### config.mk
export PLATFORM = sky130hd
export DESIGN_NAME = x_stream_loader
export DESIGN_NICKNAME = d
export VERILOG_FILES = /design/src/rtl/x_loader_pkg.sv /design/src/rtl/x_rd_pipe.sv /design/src/rtl/x_stream_loader.sv
export SDC_FILE = /design/constraint.sdc
export NUM_CORES = 1
export LEC_CHECK = 0
export CORE_UTILIZATION = 44
export DETAILED_ROUTE_END_ITERATION = 10
export GPL_TIMING_DRIVEN = 0
export PLACE_DENSITY = 0.77
export RECOVER_POWER = 25
export SETUP_SLACK_MARGIN = 0.1
export SYNTH_ARGS = -nofsm -noshare
export SYNTH_HDL_FRONTEND = slang
export SYNTH_SLANG_ARGS = --single-unit
### constraint.sdc
create_clock -name clk -period 1.8 [get_ports clk]
set_clock_uncertainty 0.05 [all_clocks]
set_input_delay 0.45 -clock clk [delete_from_list [all_inputs] [get_ports clk]]
set_output_delay 0.45 -clock clk [all_outputs]
set_load 0.05 [all_outputs]
### src/rtl/x_loader_pkg.sv
// x_loader_pkg: shared FSM encoding and datapath defaults for the X stream feeder
package x_loader_pkg;

    localparam logic [1:0] IDLE     = 2'd0;
    localparam logic [1:0] ISSUE    = 2'd1;
    localparam logic [1:0] WAIT_FIN = 2'd2;
    localparam logic [1:0] DONE     = 2'd3;

    // Defaults shared with the compute core
    localparam int WORDS_PER_MATRIX_DEF = 32;
    localparam int DATA_W_DEF           = 7;

    // Counter width that stays legal when the count range collapses to one value
    function automatic int cnt_w(input int n);
        return (n > 1) ? $clog2(n) : 1;
    endfunction

endpackage

### src/rtl/x_rd_pipe.sv
// x_rd_pipe: one-stage register aligning synchronous-memory read data with its valid flag
module x_rd_pipe
    import x_loader_pkg::*;
#(
    parameter int DATA_W = DATA_W_DEF
) (
    input  logic              clk,
    input  logic              rst,
    input  logic              rd_vld,
    input  logic [DATA_W-1:0] rd_data,
    output logic              valid_out,
    output logic [DATA_W-1:0] x_out
);

    logic              valid_q, valid_d;
    logic [DATA_W-1:0] x_q, x_d;

    // Capture data only on valid beats so x_out holds between bursts
    always_comb begin
        valid_d = rd_vld;
        x_d     = rd_vld ? rd_data : x_q;
    end

    // Output stage registers, cleared by the asynchronous active-low reset
    always_ff @(posedge clk or negedge rst) begin
        if (!rst) begin
            valid_q <= 1'b0;
            x_q     <= '0;
        end else begin
            valid_q <= valid_d;
            x_q     <= x_d;
        end
    end

    assign valid_out = valid_q;
    assign x_out     = x_q;

endmodule

### src/rtl/x_stream_loader.sv
// x_stream_loader: streams MATRIX_NUM matrices from a synchronous ROM to the compute core
module x_stream_loader
    import x_loader_pkg::*;
#(
    parameter int MATRIX_NUM       = 2,
    parameter int WORDS_PER_MATRIX = WORDS_PER_MATRIX_DEF,
    parameter int DATA_W           = DATA_W_DEF,
    parameter int ADDR_W           = 6
) (
    input  logic              clk,
    input  logic              rst,
    input  logic              go,
    output logic [ADDR_W-1:0] rom_addr,
    input  logic [DATA_W-1:0] rom_rdata,
    output logic              start_out,
    output logic              valid_out,
    output logic [DATA_W-1:0] x_out,
    input  logic              finish_in,
    output logic              busy,
    output logic              done
);

    localparam int MI_W = cnt_w(MATRIX_NUM);
    localparam int WC_W = cnt_w(WORDS_PER_MATRIX);
    localparam logic [MI_W-1:0] LAST_MAT  = MI_W'(MATRIX_NUM - 1);
    localparam logic [WC_W-1:0] LAST_WORD = WC_W'(WORDS_PER_MATRIX - 1);

    logic [1:0]        state_q, state_d;
    logic [MI_W-1:0]   matrix_idx_q, matrix_idx_d;
    logic [WC_W-1:0]   word_cnt_q, word_cnt_d;
    logic              fin_seen_q, fin_seen_d;
    logic [ADDR_W-1:0] rom_addr_q, rom_addr_d;
    logic              start_q, start_d;
    logic              rd_vld_q, rd_vld_d;
    logic              done_q, done_d;
    logic              pipe_empty;
    logic              last_word;
    logic              last_mat;

    assign pipe_empty = !rd_vld_q && !valid_out;
    assign last_word  = (word_cnt_q == LAST_WORD);
    assign last_mat   = (matrix_idx_q == LAST_MAT);

    // Sequencer: issue a full matrix, then hold until the core finishes and the pipe drains
    always_comb begin
        state_d      = state_q;
        matrix_idx_d = matrix_idx_q;
        word_cnt_d   = word_cnt_q;
        case (state_q)
            IDLE: state_d = go ? ISSUE : IDLE;
            ISSUE: begin
                word_cnt_d = last_word ? '0 : word_cnt_q + WC_W'(1);
                state_d    = last_word ? WAIT_FIN : ISSUE;
            end
            WAIT_FIN: begin
                if ((fin_seen_q || finish_in) && pipe_empty) begin
                    state_d      = last_mat ? DONE : ISSUE;
                    matrix_idx_d = last_mat ? matrix_idx_q : matrix_idx_q + MI_W'(1);
                end
            end
            DONE: begin
                state_d      = IDLE;
                matrix_idx_d = '0;
            end
            default: state_d = IDLE;
        endcase
    end

    // Registered outputs; the address is precomputed so it is valid in the cycle it is issued
    always_comb begin
        start_d    = (state_d == ISSUE) && (state_q != ISSUE);
        rd_vld_d   = (state_q == ISSUE);
        done_d     = (state_d == DONE);
        fin_seen_d = start_d ? 1'b0 : ((state_q == WAIT_FIN) && finish_in) ? 1'b1 : fin_seen_q;
        rom_addr_d = ADDR_W'(int'(matrix_idx_d) * WORDS_PER_MATRIX + int'(word_cnt_d));
    end

    // Control state registers, all cleared by the asynchronous active-low reset
    always_ff @(posedge clk or negedge rst) begin
        if (!rst) begin
            state_q      <= IDLE;
            matrix_idx_q <= '0;
            word_cnt_q   <= '0;
            fin_seen_q   <= 1'b0;
            rom_addr_q   <= '0;
            start_q      <= 1'b0;
            rd_vld_q     <= 1'b0;
            done_q       <= 1'b0;
        end else begin
            state_q      <= state_d;
            matrix_idx_q <= matrix_idx_d;
            word_cnt_q   <= word_cnt_d;
            fin_seen_q   <= fin_seen_d;
            rom_addr_q   <= rom_addr_d;
            start_q      <= start_d;
            rd_vld_q     <= rd_vld_d;
            done_q       <= done_d;
        end
    end

    x_rd_pipe #(
        .DATA_W(DATA_W)
    ) u_rd_pipe (
        .clk      (clk),
        .rst      (rst),
        .rd_vld   (rd_vld_q),
        .rd_data  (rom_rdata),
        .valid_out(valid_out),
        .x_out    (x_out)
    );

    assign rom_addr  = rom_addr_q;
    assign start_out = start_q;
    assign done      = done_q;
    assign busy      = (state_q != IDLE);

endmodule

* Yosys cells after proc, flatten, opt, wreduce, memory -nomap -nowiden *
Index checks and enable logic that the tools add are counted.

operators by class
  reduce and logical (&&, ||, !) cells = 10
  multiply operators = 0
  equality and inequality tests = 7
  shift-type cells = 0
  add/subtract/negate cells = 3
  divide/modulo/power cells = 0
  mux-type cells = 12
  bitwise gates (word level) = 0
  $lt $le $gt $ge = 0

operator list
  kind                                                  count
  two-way mux 5 bit                                     2
  one-hot mux 2 bit (4 select lines)                    1
  adder 6 x 5 -> 6 bit                                  1
  equality test 2 bit (second input constant)           3
  two-way mux 2 bit                                     3
  adder 5 x 1 -> 5 bit (second input constant)          1
  equality test 5 bit (second input constant)           1
  two-way mux 1 bit                                     5
  equality test 2 x 1 -> 1 bit (second input constant)  2
  logical AND 1 bit                                     4
  nonzero test 2 bit                                    2
  logical NOT 1 bit                                     2
  logical NOT 2 bit                                     1
  != test 2 x 1 -> 1 bit (second input constant)        1
  one-hot mux 1 bit (2 select lines)                    1
  adder 1 bit (second input constant)                   1
  logical OR 1 bit                                      1

storage, ports and cells
  latch bits = 0
  logic and storage cells = 42
  input bits = 11
  output and inout bits = 17
  register bits = 26
  RAM bits = 0
  memories = 0
  ROM bits = 0

* Longest topological paths before layout *
  word-level depth = 8
  depth in mapped cells = 6
  mapped depth without buffers = 6

* Hierarchy *
Synthesis repeated with hierarchy kept, for this count alone.

unflattened totals
  cell total of the unflattened synthesis = 71
  area, all modules = 870.8 um2

by module, submodules not included
  module           cells each  seq. area each (um2)  times used  area an instance (um2)
  x_stream_loader  55          300.3                 1           554.3
  x_rd_pipe        16          200.2                 1           316.6

* Worst setup path before layout *
No wires, ideal clock.

  path type = reg2reg
  from = register, netlist name rom_addr[0]
  to = register rom_addr_q[3], in the netlist rom_addr[3]
  library setup time = 0.096 ns
  required time = 1.654 ns
  arrival = 1.728 ns
  cell stages (with the launch flop) = 6
  path buffers = 0
  period minus slack after synthesis = 1.875 ns
  setup slack = -0.075 ns
  path through = dfrtp_1 ha_1 and3_1 ha_1 or2_4 o31ai_1

RTL lines
  item                  line                   RTL
  end signal, assigned  x_stream_loader.sv:94  rom_addr_q <= rom_addr_d;
  end, declared         x_stream_loader.sv:32  logic [ADDR_W-1:0] rom_addr_q, rom_addr_d;

* Worst setup path in the final report *
  from = register state_q[0]
  to = output busy

between the ends
  word-level cells in the longest chain between the ends = 1

RTL lines
  item                    line                    RTL
  start, declared         x_stream_loader.sv:28   logic [1:0] state_q, state_d;
  start signal, assigned  x_stream_loader.sv:90   state_q <= state_d;
  nonzero test 2 bit      x_stream_loader.sv:115  assign busy = (state_q != IDLE);
  end, declared           x_stream_loader.sv:19   output logic busy,

No other way between the ends.

==> reports/results.ini <==
[cells_and_area]
n_antenna_cell=0
fin_cells=130
final_nets=119
final_area_um2=1250
final_common_cell=dfrtp_1
drive_above_1_share_pct=35.2
postLayoutCoreUtil_pct=69.4
area_delta_synth_final_pct=41.8
layout_common_cells=dfrtp_1 (18), clkdlybuf4s50_1 (9), mux2_2 (8), clkdlybuf4s15_1 (7)

[timing]
finalMaxSlewViolations=0
finalHoldViolCount=0
max_freq_mhz=589
setup_violations=0
fin_crit_sh_pct=94.3
rsz0062_at_grt=yes
worst_pin_slew_ns=0.857
min_period_ns=1.70
fin_ws_ns=0.102
slew_headroom_pct=42.7

[floorplan]
start_util_pct=49.0
fp.dieH_um=46.8
die_area_um2=2190
core_area_um2=1800
ios=28
rows=15
dieWidth_um=46.8

[detailed_routing]
routed_via_density=4.95
wirelength_mm=1.61
drt_first_pass_iters=4
vias=643
drc=0
ant_nets=0
drtIter0Drc=7
wl_per_cell_um=12.4

[min_path]
holdCritStartpoint=rd_vld_q
worstHoldPathType=reg -> reg
holdPathEnd=u_rd_pipe.valid_out
holdPathStages=0

[setup_path]
path_delay_family=flip-flops
rr_endpoint=rom_addr[3]
critPathSlowestCell=dfrtp_1
reg2reg_depth=5
path_class=reg -> out
crit_path_max_incr_delay_ns=0.39
r2r-start=rom_addr[0]
worst-path-buf-inv=2
worstPathArrival_ns=1.20
ff2ff_setup_slack_ns=0.17
critPathRequiredTime_ns=1.30
cp-start-kind=flip-flop
crit_path_cell_trace=buf_6, or2_4, buf_8
cp_max_fo=5
crit_path_end_kind=output pin

[synthesis]
ys_ff_latch=20
synth_edf_count=0
synth.yosys.seq_area_share_pct=56.7
synth_cells=71
ys.flop_type=dfrtp_1
avgSynthCellArea_um2=12.4
yosysWarnings=0
ys_types=26
synth_nets=84
synthArstFlopShare_pct=100
synth_area_um2=882

[clocking]
cts_sinks=20
cts_hold_buffers=0
clk_latency_ns=0.29
ctsRootBufferMaster=clkbuf_4
cts.clk_slew.worst_paths_ns=0.11
cts_tree=yes
htree_levels=1
cts_made_buffers=3
clockBufferDepth=2

[placement]
placed_area_um2=1200
place_inst=123
dp_hpwl_mm=1.11
preCtsSetupSlack_ns=-0.196
portBuffers=27
place.gp.congestion=0.751

[power]
total_power_mw=1.98
peakVddDrop_v=0.000932
powerDensity_nw_per_um2=1580
leakagePower_nw=0.543

[grt]
grt.total_usage_pct=16.2
grt_pass1_vias=582
gr-total-overflow=0
antenna_found_initial=0
grt_pass1_wl_mm=2.42
grt_start_max_net_pins=21

[job]
cap_violations=0

[run_status]
outcome=finished clean

[worst max path at each step]
stage | startpoint | endpoint | slack, ns | depth (start not counted)
6_report | state_q[0] | busy | 0.10 | 3
4_1_cts | state_q[0] | busy | -0.17 | 3
3_5_place_dp | state_q[0] | busy | -0.20 | 3
3_3_place_gp | state_q[0] | busy | -0.19 | 3
5_1_grt | state_q[0] | busy | 0.06 | 3
2_1_floorplan | rom_addr[1] | rom_addr[3] | 0.13 | 5
[synth_stat cells (2+ instances only)]
cell	n	share of area [%]
inv_1	3	1.3
ha_1	2	2.8
a21oi_1	2	1.1
dfrtp_1	20	57
nand2_1	4	1.7
nand2b_1	3	2.1
mux2_2	8	10
o21ai_0	5	2.8
buf_6	3	3.8
o22ai_1	2	1.4
buf_4	2	1.7
nor2_1	3	1.3
[final cells by class]
| type | instances | area [µm²] |
|---|---|---|
| tap | 25 | 31.3 |
| inverter | 3 | 11.3 |
| buffer | 5 | 37.5 |
| timing repair buffer | 30 | 288 |
| clock buffer | 4 | 36.3 |
| fill | 142 | 551 |
| sequential | 20 | 503 |
| multi-input combinational | 43 | 344 |
[kinds of logic after synthesis]
kind of cell / synth area share [%]
adder cells (fa/ha/maj): 2.84
AND/OR/NAND/NOR: 11.8
flip-flops: 56.7
multiplexers: 10.2
buffers and inverters: 6.81
AO/OA/AOI/OAI: 11.6
[per-stage QoR]
step | hold slack (ns) | setup TNS [ns]
after floorplan | 0.104 | 0
after global placement | 0.332 | -0.185
after detailed placement | 0.334 | -0.230
after CTS | 0.361 | -0.168
after global routing | 0.365 | 0
final | 0.335 | 0
[state kept, by name, summed over array words and instances, names as in the netlist]
signal / cells
u_rd_pipe.x_out: 7
rom_addr: 5
state_q: 2
done: 1
fin_seen_q: 1
last_mat: 1
rd_vld_q: 1
start_out: 1
u_rd_pipe.valid_out: 1
[power by group]
group / internal (mW) / total [mW] / switching (mW)
Clock: 0.123 / 0.252 / 0.129
Sequential: 0.567 / 0.668 / 0.102
Combinational: 0.423 / 1.06 / 0.639
[metal layers]
| layer | GRT usage (%) | wire, µm | up-vias |
|---|---|---|---|
| met2 | 25.8 | 735 | 16 |
| met1 | 19.8 | 779 | 306 |
| met5 | 0 | 0 | - |
| met4 | 12.0 | 38 | 0 |
| met3 | 2.69 | 53 | 6 |
| li1 | - | - | 315 |
[what timing repair did]
action                                  in CTS  in global routing
endpoints found under the setup margin      17                 12
buffers inserted                             0                  3
resized for setup                           32                 21
No activity file was read; power rests on OpenSTA's default activity.
